===== config.mk =====
export PLATFORM = sky130hd
export DESIGN_NAME = axis_fmcw_framer_flat
export DESIGN_NICKNAME = d
export VERILOG_FILES = /design/src/rtl/axis_fmcw_framer_if.sv /design/src/rtl/axis_fmcw_framer.sv /design/src/flat_wrapper.sv
export SDC_FILE = /design/constraint.sdc
export NUM_CORES = 1
export LEC_CHECK = 0
export CORE_ASPECT_RATIO = 0.6
export CORE_MARGIN = 5
export CORE_UTILIZATION = 54
export CTS_BUF_LIST = sky130_fd_sc_hd__clkbuf_4 sky130_fd_sc_hd__clkbuf_8 sky130_fd_sc_hd__clkbuf_16
export DETAILED_ROUTE_END_ITERATION = 8
export PLACE_DENSITY = 0.87
export REMOVE_ABC_BUFFERS = 1
export SYNTH_ARGS = -nofsm -noshare
export SYNTH_HDL_FRONTEND = slang
export SYNTH_SLANG_ARGS = --single-unit
export TNS_END_PERCENT = 50

===== constraint.sdc =====
create_clock -name aclk -period 6.52 [get_ports aclk]
set_clock_uncertainty 0.05 [all_clocks]
set_input_delay 1.304 -clock aclk [delete_from_list [all_inputs] [get_ports aclk]]
set_output_delay 1.304 -clock aclk [all_outputs]
set_load 0.02 [all_outputs]

===== src/rtl/axis_fmcw_framer_if.sv =====
// AXI4-Stream bundle used for both the DDC input side and the FFT output side
// of axis_fmcw_framer.
interface axis_fmcw_framer_if #(
    parameter int DATA_W = 32,
    parameter int USER_W = 16
);
    logic [DATA_W-1:0] tdata;
    logic              tvalid;
    logic              tready;
    logic              tlast;
    logic [USER_W-1:0] tuser;

    modport master (output tdata, tvalid, tlast, tuser, input tready);
    modport slave  (input tdata, tvalid, tlast, tuser, output tready);
endinterface


===== src/rtl/axis_fmcw_framer.sv =====
// FMCW frame builder: per ramp, skip settling samples, pass len samples, zero-pad to 2^n beats.
// Optional macro FMCW_FRAMER_TUSER_EN: carry the frame sequence number on m_axis.tuser.
module axis_fmcw_framer #(
    parameter int AXIS_TDATA_WIDTH = 32,
    parameter int CNT_WIDTH        = 12,
    parameter int SN_WIDTH         = 16
) (
    input  logic                 aclk,
    input  logic                 aresetn,
    input  logic                 ramp,
    input  logic [4:0]           cfg_log2n,
    input  logic [7:0]           cfg_skip,
    input  logic [CNT_WIDTH:0]   cfg_len,
    input  logic                 err_clr,
    axis_fmcw_framer_if.slave    s_axis,
    axis_fmcw_framer_if.master   m_axis,
    output logic [SN_WIDTH-1:0]  sts_seqno,
    output logic                 err_short,
    output logic                 err_overflow
);
    localparam int CW = CNT_WIDTH + 1;

    typedef enum logic [2:0] {S_IDLE, S_SKIP, S_DATA, S_PAD, S_HOLD} state_t;

    state_t                      state_q;
    logic                        sync1_q, sync2_q, sync3_q;
    logic                        pend_q, started_q;
    logic [7:0]                  skip_q, skip_cnt_q;
    logic [CW-1:0]               len_q, last_q, beat_q;
    logic [AXIS_TDATA_WIDTH-1:0] tdata_q;
    logic                        tvalid_q, tlast_q;
    logic [SN_WIDTH-1:0]         seqno_q;
    logic                        err_short_q, err_overflow_q;

    logic                        rise, out_free, xfer_last;
    logic                        load_data, load_pad, load;
    logic                        overflow_ev, short_ev, start;
    logic [4:0]                  log2n_d;
    logic [CW-1:0]               n_beats_d, len_d;
    logic [SN_WIDTH-1:0]         seqno_d;
    state_t                      start_state_d, fill_state;

    // NOTE: every signal gets a default at the top of always_comb so no path leaves it unassigned (no latch).
    always_comb begin
        log2n_d = cfg_log2n;
        if (cfg_log2n < 5'd3)                 log2n_d = 5'd3;
        else if (cfg_log2n > 5'(CNT_WIDTH))   log2n_d = 5'(CNT_WIDTH);
        n_beats_d = CW'(1) << log2n_d;
        len_d     = (cfg_len > n_beats_d) ? n_beats_d : cfg_len;
        seqno_d   = started_q ? seqno_q + SN_WIDTH'(1) : seqno_q;

        rise        = sync2_q & ~sync3_q;
        out_free    = ~tvalid_q | m_axis.tready;
        xfer_last   = tvalid_q & tlast_q & m_axis.tready;
        load_data   = (state_q == S_DATA) & s_axis.tvalid & out_free;
        overflow_ev = (state_q == S_DATA) & s_axis.tvalid & ~out_free;
        load_pad    = (state_q == S_PAD) & out_free & (beat_q <= last_q);
        load        = load_data | load_pad;

        // A ramp landing on the very beat that completes the frame is a clean restart, not a collision.
        short_ev = rise & ~pend_q & ((state_q == S_SKIP) | (state_q == S_DATA) |
                                     ((state_q == S_PAD) & ~xfer_last));
        start    = (rise & ((state_q == S_IDLE) | (state_q == S_HOLD))) |
                   ((state_q == S_PAD) & xfer_last & (pend_q | rise));

        fill_state    = (len_q != '0) ? S_DATA : S_PAD;
        start_state_d = (cfg_skip != 8'd0) ? S_SKIP : ((len_d != '0) ? S_DATA : S_PAD);
    end

    // NOTE: sequential state uses non-blocking assignments so every flop samples pre-edge values.
    always_ff @(posedge aclk) begin
        if (!aresetn) begin
            state_q        <= S_IDLE;
            sync1_q        <= 1'b0;
            sync2_q        <= 1'b0;
            sync3_q        <= 1'b0;
            pend_q         <= 1'b0;
            started_q      <= 1'b0;
            skip_q         <= '0;
            skip_cnt_q     <= '0;
            len_q          <= '0;
            last_q         <= '0;
            beat_q         <= '0;
            tdata_q        <= '0;
            tvalid_q       <= 1'b0;
            tlast_q        <= 1'b0;
            seqno_q        <= '0;
            err_short_q    <= 1'b0;
            err_overflow_q <= 1'b0;
        end else begin
            sync1_q <= ramp;
            sync2_q <= sync1_q;
            sync3_q <= sync2_q;

            err_short_q    <= (err_short_q & ~err_clr) | short_ev;
            err_overflow_q <= (err_overflow_q & ~err_clr) | overflow_ev;

            if (load) begin
                tdata_q  <= load_data ? s_axis.tdata : '0;
                tvalid_q <= 1'b1;
                tlast_q  <= (beat_q == last_q);
                beat_q   <= beat_q + CW'(1);
            end else if (m_axis.tready) begin
                tvalid_q <= 1'b0;
            end

            case (state_q)
                S_SKIP: if (s_axis.tvalid) begin
                    skip_cnt_q <= skip_cnt_q + 8'd1;
                    if (skip_cnt_q == skip_q - 8'd1) state_q <= fill_state;
                end
                S_DATA: if (load_data && (beat_q + CW'(1) == len_q)) state_q <= S_PAD;
                S_PAD:  if (xfer_last) state_q <= S_HOLD;
                default: ;
            endcase

            // Collision: finish the current frame with zeros, then restart immediately.
            if (short_ev) begin
                pend_q  <= 1'b1;
                state_q <= S_PAD;
            end

            if (start) begin
                state_q    <= start_state_d;
                skip_q     <= cfg_skip;
                len_q      <= len_d;
                last_q     <= n_beats_d - CW'(1);
                beat_q     <= '0;
                skip_cnt_q <= '0;
                pend_q     <= 1'b0;
                seqno_q    <= seqno_d;
                started_q  <= 1'b1;
            end
        end
    end

`ifdef FMCW_FRAMER_TUSER_EN
    logic [SN_WIDTH-1:0] tuser_q;

    always_ff @(posedge aclk) begin
        if (!aresetn)  tuser_q <= '0;
        else if (load) tuser_q <= seqno_q;
    end

    assign m_axis.tuser = tuser_q;
`else
    assign m_axis.tuser = '0;
`endif

    assign s_axis.tready = 1'b1;
    assign m_axis.tdata  = tdata_q;
    assign m_axis.tvalid = tvalid_q;
    assign m_axis.tlast  = tlast_q;
    assign sts_seqno     = seqno_q;
    assign err_short     = err_short_q;
    assign err_overflow  = err_overflow_q;
endmodule

===== src/flat_wrapper.sv =====
// flat-port wrapper written by rule: the top's interface ports become plain ports
module axis_fmcw_framer_flat 
#(
    parameter int AXIS_TDATA_WIDTH = 32,
    parameter int CNT_WIDTH        = 12,
    parameter int SN_WIDTH         = 16
)
  (aclk, aresetn, ramp, cfg_log2n, cfg_skip, cfg_len, err_clr, sts_seqno, err_short, err_overflow, s_axis_tdata, s_axis_tvalid, s_axis_tlast, s_axis_tuser, s_axis_tready, m_axis_tdata, m_axis_tvalid, m_axis_tlast, m_axis_tuser, m_axis_tready);
  axis_fmcw_framer_if s_axis_i ();
  axis_fmcw_framer_if m_axis_i ();
  input  logic aclk;
  input  logic aresetn;
  input  logic ramp;
  input  logic [4:0] cfg_log2n;
  input  logic [7:0] cfg_skip;
  input  logic [CNT_WIDTH:0] cfg_len;
  input  logic err_clr;
  output logic [SN_WIDTH-1:0] sts_seqno;
  output logic err_short;
  output logic err_overflow;
  input wire logic [$bits(s_axis_i.tdata)-1:0] s_axis_tdata;
  input wire logic [$bits(s_axis_i.tvalid)-1:0] s_axis_tvalid;
  input wire logic [$bits(s_axis_i.tlast)-1:0] s_axis_tlast;
  input wire logic [$bits(s_axis_i.tuser)-1:0] s_axis_tuser;
  output wire logic [$bits(s_axis_i.tready)-1:0] s_axis_tready;
  output wire logic [$bits(m_axis_i.tdata)-1:0] m_axis_tdata;
  output wire logic [$bits(m_axis_i.tvalid)-1:0] m_axis_tvalid;
  output wire logic [$bits(m_axis_i.tlast)-1:0] m_axis_tlast;
  output wire logic [$bits(m_axis_i.tuser)-1:0] m_axis_tuser;
  input wire logic [$bits(m_axis_i.tready)-1:0] m_axis_tready;
  assign s_axis_i.tdata = s_axis_tdata;
  assign s_axis_i.tvalid = s_axis_tvalid;
  assign s_axis_i.tlast = s_axis_tlast;
  assign s_axis_i.tuser = s_axis_tuser;
  assign s_axis_tready = s_axis_i.tready;
  assign m_axis_tdata = m_axis_i.tdata;
  assign m_axis_tvalid = m_axis_i.tvalid;
  assign m_axis_tlast = m_axis_i.tlast;
  assign m_axis_tuser = m_axis_i.tuser;
  assign m_axis_i.tready = m_axis_tready;
  axis_fmcw_framer #(.AXIS_TDATA_WIDTH(AXIS_TDATA_WIDTH), .CNT_WIDTH(CNT_WIDTH), .SN_WIDTH(SN_WIDTH)) u_core (.aclk(aclk), .aresetn(aresetn), .ramp(ramp), .cfg_log2n(cfg_log2n), .cfg_skip(cfg_skip), .cfg_len(cfg_len), .err_clr(err_clr), .s_axis(s_axis_i), .m_axis(m_axis_i), .sts_seqno(sts_seqno), .err_short(err_short), .err_overflow(err_overflow));
endmodule

==> metrics.md <==
| Metric | Value |
|---|---|
| Final ANT Viol Nets | `0` |
| Skew-Pair Late Insertion Delay | `0.42 ns` |
| Post-synth EDFFs | `0` |
| Register area share after synthesis | `38.2%` |
| Num CTS Buffers | `17` |
| Setup TNS | `0 ns` |
| Syn avg cell area | `8.51 µm²` |
| Required time of the critical path | `about 6.8 ns` |
| Number of endpoints failing setup at the final stage | `0` |
| Cell area power density | `around 250 mW/mm²` |
| Synth Warn # | `0` |
| GR Overflow Total | `0` |
| Top cells by area, synth | `dfxtp_1 (38%), ha_1 (6.4%), a22o_1 (4.7%)` |
| CP Launch Type | `input pin` |
| RSZ-0062 raised after global routing | `no` |
| Port bufs | `between 100 and 150` |
| Slew @ Worst Pin | `~1.3 ns` |
| Number of vias per cell | `5.98` |
| Iteration count of the initial detailed-routing pass | `5` |
| Family with the most delay on the worst path | `simple AND/OR/NAND/NOR gates` |
| Top cell type's share of synthesized area | `38.2%` |
| Met3 WL post-DR | `~1700 µm` |
| Status | `completed` |
| Area grow syn2layout | `29.2%` |
| Htree depth | `4` |
| Hold path depth | `1` |
| Crit path capture type | `flop` |
| Post-CTS Setup Inserts | `0` |
| Io pins | `150` |
| Post-cts resize count | `0` |
| Fmax | `212 MHz` |
| Leakage Power | `around 2.9 nW` |
| Cell chain of the critical path | `clkdlybuf4s50_1 -> nor3b_1 -> nand2_1 -> ha_1 -> nand4_1 -> nor3_1 -> o31ai_1 -> o211ai_1 -> and2_1 -> nand3_1 -> a311oi_1` |
| CTS Root Cell | `clkbuf_16` |
| Vias | `5749` |
| Synth Flop Type | `dfxtp_1` |
| Final core occ | `72.5%` |
| Critical path arrival | `4.97 ns` |
| Fraction of layout instances using a drive strength above 1 | `5.83%` |
| Ys async rst share | `0%` |
| Reg2Reg Depth | `9` |
| Wire length on met1 | `7840 µm` |
| Antenna violations before repair | `0` |
| Row count | `29` |
| Post-synth cell types | `61` |
| Max incr delay on CP | `a little under 0.7 ns` |
| Slew Limit Headroom | `14.1%` |
| Vias in the first global route | `5606` |
| First-pass GRT wire length | `28400 µm` |
| GPL Wtd Cong | `0.971` |
| CTS tree | `done` |
| Most frequent cells after synthesis | `dfxtp_1 (115), nor2_1 (68), nand2_1 (65)` |
| Die Height | `91.8 µm` |
| Core Footprint | `0.0107 mm²` |
| CTS Hold Bufs | `0` |
| Die area | `0.0134 mm²` |
| Routed length per instance | `between 15 and 20 µm` |
| DIE WIDTH | `146 µm` |
| Initial core utilization | `56.1%` |
| Detailed Route WL | `between 15000 and 20000 µm` |
| Post-route minimum period | `roughly 4.7 ns` |
| Gate Count Post-Synth | `708` |
| Max Used Layer | `met4` |
| CTS Buffer Depth | `2` |
| Detailed placement HPWL | `around 13000 µm` |
| Cell with the most instances after synthesis | `dfxtp_1` |
| Register bit total from synthesis | `115` |
| Pin count of the biggest net entering global routing | `55` |
| Maximum VDD drop | `0.000202 V` |
| # clock sinks | `115` |
| Gr usage total | `around a quarter` |
| ANT cells | `0` |
| Setup CP Type | `input pin to flop` |
| Synthesized area | `0.00602 mm²` |
| Buffer and inverter count on the worst path | `1` |
| Total Power | `1.94 mW` |
| Clock slew at reported path FFs | `roughly 0.06 ns` |
| Worst hold path type | `flop to flop` |
| Iter 0 DRT Violations | `474` |
| Slowest-stage cell, CP | `clkdlybuf4s50_1` |
| # Max-Cap Violations | `0` |
| Fin. max-slew vios | `0` |
| WP depth | `11` |
| Post-synth top area cell | `dfxtp_1` |
| DRC Markers | `0` |
| Met2 WL post-DR | `8210 µm` |
| Final worst path period share | `72.2%` |
| Fin. Hold Viols | `0` |
| Nets | `~900` |
| R2r setup slk | `2.89 ns` |
| Crit Path Max Fanout | `19` |
[layer usage]
| metal | up-vias | GRT usage (%) |
|---|---|---|
| li1 | 2681 | - |
| met2 | 286 | 41.3 |
| met5 | - | 0 |
| met1 | 2748 | 34.1 |
| met3 | 34 | 7.88 |
| met4 | 0 | 7.90 |
[layout by cell type, fill, tap and decap left out, types with 27 or more instances in the layout]
cell type	netlist	final
a21oi_1	42	42
nor2_1	68	67
inv_1	29	29
a22o_1	32	32
clkdlybuf4s50_1	0	115
nand3_1	27	27
ha_1	31	31
xor2_1	27	27
dfxtp_1	115	115
nand2_1	65	65
[final cells by class]
type / instances / area, µm²
Sequential cell: 115 / 2300
Multi-Input combinational cell: 528 / 3400
Inverter: 30 / 113
Timing Repair Buffer: 118 / 1170
Fill cell: 762 / 2960
Clock inverter: 14 / 176
Clock buffer: 18 / 439
Tap cell: 139 / 174
[cell families (layout without fill, tap and decap cells)]
group / after synthesis / after routing / share of synthesized area (%)
compound gates: 157 / 157 / 18.1
xor+xnor: 49 / 49 / 7.44
fa+ha+maj: 31 / 31 / 6.44
buf+inv: 85 / 180 / 6.75
flops: 115 / 115 / 38.2
mux: 5 / 5 / 0.831
other cells: 2 / 22 / 0.125
simple gates: 264 / 264 / 22.1
[worst register-to-register path: stages (launching register included)]
cell      delay (ns)
dfxtp_1         0.41
ha_1            0.36
and3_1          0.15
nand3_1         0.21
a21oi_1         0.35
a211oi_1        0.11
o21ai_1         0.35
a21oi_1         0.25
nor2_2          1.01
a22o_1          0.32
[report_power, final]
part	total, mW	switching (mW)	internal [mW]
Combinational	0.229	0.129	0.0999
Sequential	0.743	0.0202	0.723
Clock	0.965	0.351	0.614
[final timing paths]
path,to,from
worst max-delay path,u_core.len_q[5],cfg_log2n[3]
worst min-delay path,u_core.sync2_q,u_core.sync1_q
worst max register to register,u_core.m_axis.tdata[0],u_core.beat_q[9]
worst min register to register,u_core.sync2_q,u_core.sync1_q
[registers in the layout, indices dropped and copies added (netlist names)]
| name | count |
|---|---|
| u_core.err_short | 1 |
| u_core.skip_cnt_q | 8 |
| u_core.len_q | 13 |
| u_core.sync1_q | 1 |
| u_core.last_q | 13 |
| u_core.state_q | 3 |
| u_core.m_axis.tvalid | 1 |
| u_core.m_axis.tlast | 1 |
| u_core.m_axis.tdata | 32 |
| u_core.sts_seqno | 16 |
| u_core.sync3_q | 1 |
| u_core.err_overflow | 1 |
| u_core.beat_q | 13 |
| u_core.pend_q | 1 |
| u_core.sync2_q | 1 |
| u_core.skip_q | 8 |
| u_core.started_q | 1 |
[per-stage QoR]
stage / cells / hold WS [ns] / worst slack [ns] / cell area (µm²)
6_report: 962 / 0.407 / 1.81 / 7780
5_1_grt: 962 / 0.423 / 1.67 / 7780
4_1_cts: 962 / 0.404 / 1.96 / 7780
3_5_place_dp: 930 / 0.374 / 1.56 / 7170
3_3_place_gp: 930 / 0.366 / 1.75 / 7170
2_1_floorplan: 673 / 0.362 / 2.30 / 5800
Note: power is estimated with default switching activity, not from simulation.
